===== config.mk =====
export PLATFORM = sky130hd
export DESIGN_NAME = ysyx_25060170_ifu
export DESIGN_NICKNAME = d
export VERILOG_FILES = /design/src/rtl/ysyx_25060170_ifu.sv
export SDC_FILE = /design/constraint.sdc
export NUM_CORES = 1
export LEC_CHECK = 0
export CAP_MARGIN = 15
export CORE_ASPECT_RATIO = 0.6
export CORE_MARGIN = 2
export CORE_UTILIZATION = 50
export CTS_CLUSTER_DIAMETER = 40
export DETAILED_ROUTE_END_ITERATION = 8
export PLACE_DENSITY = 0.83
export SYNTH_ARGS = -nofsm -noshare
export SYNTH_HDL_FRONTEND = slang
export SYNTH_SLANG_ARGS = --single-unit

===== constraint.sdc =====
create_clock -name clock -period 7.65 [get_ports clock]
set_clock_uncertainty 0.15 [all_clocks]
set_input_delay 1.53 -clock clock [delete_from_list [all_inputs] [get_ports clock]]
set_output_delay 1.53 -clock clock [all_outputs]
set_load 0.03 [all_outputs]

===== src/rtl/ysyx_25060170_ifu.sv =====
// Multi-cycle instruction fetch unit: owns the PC, fetches over an AXI-lite read
// channel, hands the word to IDU, then waits for retire to advance or redirect.
module ysyx_25060170_ifu #(
    parameter logic [31:0] RESET_PC = 32'h8000_0000,
    parameter int unsigned TIMEOUT  = 255
) (
    input  logic        clock,
    input  logic        reset,

    output logic        imem_arvalid,
    input  logic        imem_arready,
    output logic [31:0] imem_araddr,
    input  logic        imem_rvalid,
    output logic        imem_rready,
    input  logic [31:0] imem_rdata,
    input  logic [1:0]  imem_rresp,

    output logic        inst_valid,
    input  logic        inst_ready,
    output logic [31:0] inst,
    output logic [31:0] inst_pc,

    input  logic        wb_done,
    input  logic        wb_redirect,
    input  logic [31:0] wb_target,

    output logic        ifu_fault,
    output logic [1:0]  fault_cause,
    output logic [31:0] fault_pc,
    output logic        busy
);

    typedef enum logic [2:0] {
        S_AR,
        S_R,
        S_DISP,
        S_EXEC,
        S_FAULT
    } state_e;

    localparam logic [1:0]  CAUSE_MISALIGN = 2'd1;
    localparam logic [1:0]  CAUSE_BUS      = 2'd2;
    localparam logic [1:0]  CAUSE_TIMEOUT  = 2'd3;
    localparam logic [15:0] TIMEOUT_LIM    = 16'(TIMEOUT);

    state_e      state_q;
    logic [31:0] pc_q;
    logic [31:0] inst_q;
    logic [31:0] inst_pc_q;
    logic [15:0] tmo_cnt_q;
    logic        fault_q;
    logic [1:0]  fault_cause_q;
    logic [31:0] fault_pc_q;

    logic        in_bus;
    logic [15:0] tmo_cnt_d;
    logic        tmo_hit;

    // NOTE: every signal written in always_comb gets a default first so no latch is inferred.
    always_comb begin
        in_bus    = 1'b0;
        tmo_cnt_d = tmo_cnt_q + 16'd1;
        tmo_hit   = 1'b0;
        if (state_q == S_AR || state_q == S_R) begin
            in_bus  = 1'b1;
            tmo_hit = (tmo_cnt_d == TIMEOUT_LIM);
        end
    end

    // NOTE: sequential state uses non-blocking assignments so every register samples pre-edge values.
    always_ff @(posedge clock) begin
        if (reset) begin
            state_q       <= S_AR;
            pc_q          <= RESET_PC;
            inst_q        <= '0;
            inst_pc_q     <= '0;
            tmo_cnt_q     <= '0;
            fault_q       <= 1'b0;
            fault_cause_q <= '0;
            fault_pc_q    <= '0;
        end else begin
            if (in_bus) begin
                tmo_cnt_q <= tmo_cnt_d;
            end

            unique case (state_q)
                S_AR: begin
                    if (tmo_hit) begin
                        state_q       <= S_FAULT;
                        fault_q       <= 1'b1;
                        fault_cause_q <= CAUSE_TIMEOUT;
                        fault_pc_q    <= pc_q;
                    end else if (imem_arready) begin
                        state_q <= S_R;
                    end
                end

                // A response in the same cycle the counter expires still wins.
                S_R: begin
                    if (imem_rvalid) begin
                        if (imem_rresp == 2'b00) begin
                            state_q   <= S_DISP;
                            inst_q    <= imem_rdata;
                            inst_pc_q <= pc_q;
                        end else begin
                            state_q       <= S_FAULT;
                            fault_q       <= 1'b1;
                            fault_cause_q <= CAUSE_BUS;
                            fault_pc_q    <= pc_q;
                        end
                    end else if (tmo_hit) begin
                        state_q       <= S_FAULT;
                        fault_q       <= 1'b1;
                        fault_cause_q <= CAUSE_TIMEOUT;
                        fault_pc_q    <= pc_q;
                    end
                end

                S_DISP: begin
                    if (inst_ready) begin
                        state_q <= S_EXEC;
                    end
                end

                S_EXEC: begin
                    if (wb_done) begin
                        if (wb_redirect && wb_target[1:0] != 2'b00) begin
                            state_q       <= S_FAULT;
                            fault_q       <= 1'b1;
                            fault_cause_q <= CAUSE_MISALIGN;
                            fault_pc_q    <= wb_target;
                        end else begin
                            state_q   <= S_AR;
                            tmo_cnt_q <= '0;
                            pc_q      <= wb_redirect ? wb_target : pc_q + 32'd4;
                        end
                    end
                end

                S_FAULT: begin
                    state_q <= S_FAULT;
                end

                default: begin
                    state_q <= S_FAULT;
                end
            endcase
        end
    end

    // Handshakes are forced low while reset is held so nothing leaks before the first fetch.
    assign imem_arvalid = !reset && (state_q == S_AR);
    assign imem_rready  = !reset && (state_q == S_R);
    assign inst_valid   = !reset && (state_q == S_DISP);
    assign imem_araddr  = pc_q;

    assign inst         = inst_q;
    assign inst_pc      = inst_pc_q;
    assign ifu_fault    = fault_q;
    assign fault_cause  = fault_cause_q;
    assign fault_pc     = fault_pc_q;
    assign busy         = (state_q != S_EXEC) && (state_q != S_FAULT);

endmodule


== Word level (Yosys, flattened, before mapping) ==
Cells that the tools add are included.

* Multiplexer cells: 34
* Shifts and indexed selects: 0
* Div/mod/pow operators: 0
* Multiply operators: 0
* Reduce and logical (&&, ||, !) cells: 15
* Eq/ne operators: 12
* Bitwise logic cells: 1
* $add $sub $neg: 2
* Magnitude comparators: 0

{| class="wikitable"
|+ Operators with widths
! operator !! count
|-
| 32-bit two-way mux || 6
|-
| 32-bit one-hot mux with 3 select lines || 1
|-
| 16-bit two-way mux || 4
|-
| 32-bit by 3-bit adder with 32-bit output (second input constant) || 1
|-
| 3-bit two-way mux || 8
|-
| 16-bit by 1-bit adder with 16-bit output (second input constant) || 1
|-
| 16-bit by 8-bit equality test with 1-bit output (second input constant) || 1
|-
| 3-bit inequality test (second input constant) || 4
|-
| 3-bit one-hot mux with 4 select lines || 1
|-
| 2-bit two-way mux || 5
|-
| 4-bit AND reduction || 2
|-
| 1-bit two-way mux || 7
|-
| 3-bit by 2-bit equality test with 1-bit output (second input constant) || 2
|-
| 2-bit inequality test (second input constant) || 3
|-
| 2-bit one-hot mux with 3 select lines || 1
|-
| 3-bit AND reduction || 2
|-
| 1-bit logical AND || 5
|-
| 3-bit by 1-bit equality test with 1-bit output (second input constant) || 1
|-
| 3-bit logical NOT || 1
|-
| 3-bit by 2-bit inequality test with 1-bit output (second input constant) || 1
|-
| 1-bit one-hot mux with 3 select lines || 1
|-
| 3-bit nonzero test || 1
|-
| 2-bit logical NOT || 1
|-
| 2-bit nonzero test || 1
|-
| 3 further kinds || 3
|}

* Output and inout port bits: 135
* Memory bits (writable): 0
* Memories: 0
* Input bits: 73
* Bits in registers: 150
* Latch bits: 0
* Memory bits (read-only): 0

== Longest topological paths before layout ==
Gate-level depths: netlist of run 1.

* Depth after elaboration: 7
* Gate-level depth with buffers: 10

== Worst setup path before layout of run 1 ==
OpenSTA, ideal clock, no wires.

* Path type: in2out
* Start: in reset
* End: out inst_valid
* Arrival: 2.815 ns
* Stages on the path: 3
* Data required time: 5.970 ns
* Buffers on the path: 2
* Setup slack: 3.155 ns
* Path through: clkbuf_1 > clkbuf_1 > nor4_1

* Word-level cells in the longest chain between the ends: 2

{| class="wikitable"
|+ Ends and longest elaborated chain
! element !! RTL line !! RTL
|-
| start: declaration || 8 || <nowiki>input logic reset,</nowiki>
|-
| 1-bit logical NOT || 154 || <nowiki>assign inst_valid = !reset && (state_q == S_DISP);</nowiki>
|-
| 1-bit logical AND || 154 ||
|-
| end: declaration || 18 || <nowiki>output logic inst_valid,</nowiki>
|}

No other way between the ends.

== Final worst setup path of run 1 ==
Ends and elaborated chain as after synthesis.

==> results of run 1 <==
-- cells in the final DEF (no fill, tap or decap), types with 9 or more instances in the layout --
cell,instances
clkbuf_16,17
a22o_1,32
dfxtp_1,150
inv_1,9
buf_4,14
clkdlybuf4s50_1,206
o21ai_0,28
xor2_1,12
nand4_1,14
a21oi_1,94
nand2_1,165
a211oi_1,18
nor2_1,50
nand3_1,26
o2bb2ai_1,33
a41oi_1,32
mux2_2,34
-- worst max path at each step --
stage / start / endpoint / slack (ns) / cells past startpoint
floorplan: reset / inst_valid / 3.16 / 3
global placement: imem_rvalid / fault_pc[29] / 2.80 / 10
detailed placement: imem_rvalid / fault_pc[7] / 2.70 / 10
CTS: reset / inst_valid / 3.07 / 3
global route: imem_rvalid / fault_pc[11] / 2.94 / 10
finish: reset / inst_valid / 3.06 / 3
-- metal layers --
layer  vias to the layer above  track usage [%]  wire length [µm]
li1                       3578                -                 -
met4                         0             9.98               311
met1                      3610             40.1             10400
met3                        30             10.4              2610
met5                         -                0                 0
met2                       391             46.0             10500
-- cell usage after synthesis (7+ instances only) --
cell type	instances	area [µm²]
mux2_2	34	383
buf_2	7	35.0
a21oi_1	94	470
nand2_1	166	623
dfxtp_1	150	3000
nor2_1	50	188
a211oi_1	18	135
clkbuf_1	77	289
and3_1	7	43.8
o21ai_0	28	140
a22oi_1	7	52.6
nand4_1	14	87.6
nand3_1	26	130
o2bb2ai_1	33	289
nor3_1	8	40.0
a41oi_1	32	280
or3_1	8	50.1
inv_1	9	33.8
o31ai_1	8	60.1
a22o_1	32	280
xor2_1	12	105
-- sequential cells by signal, indices dropped and copies added, names as in the netlist --
name,cells
fault_pc,32
imem_araddr,32
inst,32
inst_pc,32
tmo_cnt_q,16
state_q,3
fault_cause,2
ifu_fault,1
-- power by group through the flow --
| stage | Sequential [mW] | Combinational (mW) | Clock [mW] |
|---|---|---|---|
| 6_report | 0.806 | 0.177 | 0.891 |
| 5_1_grt | 0.807 | 0.189 | 0.932 |
| 4_1_cts | 0.805 | 0.174 | 0.897 |
| 3_5_place_dp | 0.823 | 0.173 | 0 |
| 3_3_place_gp | 0.823 | 0.172 | 0 |
| 2_1_floorplan | 0.825 | 0.0903 | 0 |
-- metrics by stage --
step / setup WS, ns / total power, mW / hold slack (ns) / utilization (%)
after detailed placement: 2.70 / 0.996 / 0.295 / 65.7
after CTS: 3.07 / 1.88 / 0.304 / 69.9
final: 3.06 / 1.87 / 0.302 / 69.9
after floorplan: 3.16 / 0.915 / 0.350 / -
after global routing: 2.94 / 1.93 / 0.317 / 69.9
after global placement: 2.80 / 0.994 / 0.291 / 65.7
-- critical path: cells and delay by family --
| kind | cells | cell delay [ns] |
|---|---|---|
| buffers and inverters | 2 | 1.08 |
| AND/OR/NAND/NOR | 1 | 0.28 |
-- kinds of logic (layout without fill, tap and decap cells) --
kind of cell / Yosys count / in the layout / synth area share [%]
and+or+nand+nor: 312 / 312 / 19.3
AOI/OAI and AO/OA: 281 / 281 / 26.3
DFF: 150 / 150 / 40.8
buffers and inverters: 97 / 262 / 5.37
muxes: 37 / 37 / 5.61
xor gates and xnor gates: 17 / 17 / 2.02
adders and majority gates: 3 / 3 / 0.510
-- cell type report --
class / instances / area (µm²)
flip-flops and latches: 150 / 3000
clock buffers: 18 / 429
multi-input cells: 650 / 4010
fillers: 1124 / 4330
repair buffers: 220 / 2170
clock inverters: 14 / 189
well taps: 198 / 248
inverters: 10 / 37.5
==> flow_summary.yaml, run 1 <==
outcome:
  status: "finished clean"
clock_tree:
  clockBufferDepth: 2
  h-tree-depth: 4
  cts_buffers: 17
  clock_latency_ns: 0.43
  cts_sinks: 150
  clk_pin_slew_ns: 0.06
  cts_tree: "done"
  cts_resized: 0
  cts_hold_buf: 0
  cts_setup_buffers: 0
  cts-root-buf: "clkbuf_16"
global_route:
  antenna_found_initial: 0
  grt_max_degree: 72
  grt_pass1_wl_mm: 38.3
  grtUsageTotal_pct: 30.1
  grt_pass1_vias: 7275
  overflow: 0
power:
  pwr_density_cell_nw_per_um2: 186
  intPower_mw: 1.39
  pwr-share-seq_pct: 43.0
  p_clk_share_pct: 47.6
  p_leak_nw: 3.31
  switching_power_mw: 0.481
  ir_drop_mv: 0.132
  p_sw_share_pct: 25.7
  combinationalPowerShare_pct: 9.4
yosys:
  yosysSeqAreaShare_pct: 40.8
  ys_ff_latch: 150
  synthCells: 897
  avgSynthCellArea_um2: 8.21
  synthArstFlopShare_pct: 0
  syn_area_um2: 7360
  syn_nets: 973
  synth-main-ff-cell: "dfxtp_1"
  synth_edf_count: 0
  yosysWarnings: 0
  yosys.cell_types.count: 55
place:
  dp.cells: 1228
  hpwl_mm: 15.3
  port_buffers: 207
  gp_congestion: 0.862
  place_area_um2: 9470
timing:
  slew_violations: 0
  fin_setup_tns_ns: 0
  max_slew_margin_pct: 20.6
  period_needed_ns: 4.59
  timing.final.crit_share_pct: 60.1
  rsz0062_at_grt: "no"
  tightest_slew_ns: 1.18
  hold_violations: 0
  fmax_ghz: 0.218
  setup_viol: 0
finish:
  fin_cells: 1260
  syn2layout_area_growth_pct: 37.0
  diodes: 0
  final_cell_area_um2: 10100
  post_route_cells_drive_above_1_share_pct: 8.66
  nets: 1125
critical_path:
  path_class: "in2out"
  cp-end-kind: "output pin"
  cpPeakStageDelay_ns: 0.74
  reg2reg_slack_ns: 3.40
  r2r_end: "fault_pc[5]"
  path_cells: "buf_4 > nor4_1 > clkdlybuf4s50_1"
  worstSetupStartpointType: "input pin"
  cp_max_fo: 71
  r2r_start: "state_q[2]"
  arrival_ns: 2.91
  cp_slowest_cell: "clkdlybuf4s50_1"
  reg2reg_depth: 7
  cp.required_ns: 5.97
run:
  cap_violations: 0
route:
  viasPerCell: 6.04
  firstDrtPassIters: 5
  antenna_left: 0
  drtIter0Drc: 668
  wirelength_mm: 23.8
  drcViolationCount: 0
  vias: 7609
  wl_per_cell_um: 18.9
die:
  die_area_um2: 15700
  start_util_pct: 51.0
  rows: 34
  fp.dieH_um: 98.0
  pin_count: 208
  dieWidth_um: 161
  fp.coreArea_um2: 14400
min_path:
  min_from: "inst[14]"
  min_path_type: "reg2reg"
  whs_endpoint: "inst[14]"
  holdPathStages: 2
No activity file was read; power rests on OpenSTA's default activity.
==> inputs of run 2 (changes only) <==
CORE_UTILIZATION = 44   (was 50)
PLACE_DENSITY = 0.77   (was 0.83)
clock period = 4.12 ns   (was 7.65 ns; I/O delays follow)
==> run 2 against run 1 <==
Cell count rose by 2.9%. Largest cell class unchanged. Sequential power is 86% higher. Utilization fell by 7.9 points. Die area up 13%. Critical endpoint is now fault_pc[21]. Wire length is 0.17% lower. Global-route usage decreased by 3.3 points. Clock power up 66%. Hold slack lost 0.00059 ns. Via count fell by 1.8%. Sequential cell count unchanged. Clock-buffer cell count is 3 higher.
==> flow_summary.yaml, run 2 (same netlist as run 1, synthesis figures left out) <==
finish:
  diodes: 0
  final_common_cell: "clkdlybuf4s50_1"
  syn2layout_area_growth_pct: 37.5
  post_route_cells_drive_above_1_share_pct: 9.17
  final_cell_area_um2: 10100
  nets: 1133
  fin_util_pct: 62.1
  final_cell_mix: "206 x clkdlybuf4s50_1, 165 x nand2_1, 150 x dfxtp_1, 94 x a21oi_1, 50 x nor2_1"
critical_path:
  critical-path-top-delay-family: "compound AO/OA/AOI/OAI gates"
  cp_slowest_cell: "o221ai_4"
  path_buf_inv: 2
  cp_max_fo: 22
  cp.required_ns: 4.23
  path_class: "in2reg"
  arrival_ns: 3.43
  path_cells: "clkdlybuf4s50_1 > o21ai_0 > nor2_1 > o221ai_4 > buf_4 > mux2_2 > a41oi_1 > o2bb2ai_1"
  cpPeakStageDelay_ns: 0.71
  worstSetupStartpointType: "input pin"
  reg2reg_depth: 8
  cp_num_cells: 8
  cp-end-kind: "register"
timing:
  setup_viol: 0
  slew_violations: 0
  max_slew_margin_pct: 40.3
  fin_setup_tns_ns: 0
  fmax_ghz: 0.301
  tightest_slew_ns: 0.895
  timing.final.crit_share_pct: 80.6
  rsz0062_at_grt: "no"
  hold_violations: 0
  period_needed_ns: 3.32
clock_tree:
  clockBufferDepth: 2
  cts_sinks: 150
  clk_pin_slew_ns: 0.06
  h-tree-depth: 4
  cts_buffers: 17
  cts_hold_buf: 0
  cts_tree: "done"
  cts-root-buf: "clkbuf_16"
  cts_resized: 0
  cts_setup_buffers: 0
  clock_latency_ns: 0.41
place:
  port_buffers: 207
  place_area_um2: 9570
  hpwl_mm: 15.7
  gp_congestion: 0.827
die:
  pin_count: 208
  die_area_um2: 17800
  rows: 36
  dieWidth_um: 171
  start_util_pct: 45.1
  fp.dieH_um: 104
  fp.coreArea_um2: 16300
route:
  vias: 7473
  antenna_left: 0
  drcViolationCount: 0
  wl_met3_mm: 2.53
  wirelength_met1_mm: 11.0
  top_layer_used: "met4"
  viasPerCell: 5.76
  drtIter0Drc: 675
  wl_met2_mm: 9.90
  wl_per_cell_um: 18.3
  firstDrtPassIters: 5
  wirelength_mm: 23.7
power:
  ir_drop_mv: 0.223
  pwr_density_cell_nw_per_um2: 327
  p_clk_share_pct: 44.8
  switching_power_mw: 0.831
  p_sw_share_pct: 25.1
  p_leak_nw: 3.32
  intPower_mw: 2.48
  combinationalPowerShare_pct: 10.0
  pwr-share-seq_pct: 45.2
global_route:
  grtUsageTotal_pct: 26.9
  grt_max_degree: 81
  antenna_found_initial: 0
  grt_pass1_wl_mm: 38.2
  grt_pass1_vias: 7028
  overflow: 0
run:
  cap_violations: 0
min_path:
  min_path_type: "reg2reg"
  holdPathStages: 2
outcome:
  status: "finished clean"
-- run 2: final cells by class --
type	count	area (µm²)
Tap cell	228	285
Inverter	10	37.5
Timing Repair Buffer	228	2230
Clock inverter	10	97.6
Fill cell	1472	6180
Multi-Input combinational cell	650	4010
Sequential cell	150	3000
Clock buffer	21	460
-- run 2: stage by stage --
stage	setup WS [ns]	total power [mW]	hold slack [ns]	instances
floorplan	1.04	1.70	0.350	897
global placement	0.451	1.85	0.290	1266
detailed placement	0.393	1.86	0.298	1266
CTS	0.806	3.33	0.304	1297
global route	0.570	3.42	0.328	1297
finish	0.798	3.31	0.301	1297
-- run 2: power groups by stage --
stage | registers (mW) | clock network (mW) | logic [mW]
floorplan | 1.53 | 0 | 0.168
global placement | 1.53 | 0 | 0.326
detailed placement | 1.53 | 0 | 0.327
CTS | 1.50 | 1.50 | 0.328
global route | 1.50 | 1.57 | 0.355
finish | 1.50 | 1.48 | 0.330
-- run 2: path summary, 6_finish.rpt --
kind / startpoint / endpoint / slack (ns)
setup / recovery: wb_target[0] / fault_pc[21] / 0.80
hold / removal: inst[16] / inst[16] / 0.30
setup reg to reg: tmo_cnt_q[0] / fault_pc[5] / 0.89
hold reg to reg: inst[16] / inst[16] / 0.30
-- run 2: per-layer routing --
metal / vias to the layer above / GRT usage (%)
met2: 333 / 38.7
met3: 26 / 8.68
met1: 3525 / 38.3
met4: 0 / 7.38
met5: - / 0
li1: 3589 / -
-- run 2: worst reg2reg max path: stages, from the launching register on --
cell and delay, ns:
dfxtp_1 0.42, ha_1 0.34, a21oi_1 0.14, nor3b_1 0.07, o32ai_1 0.57, o2111ai_4 0.62
nor4_4 0.35, buf_4 0.32, o2bb2ai_1 0.17
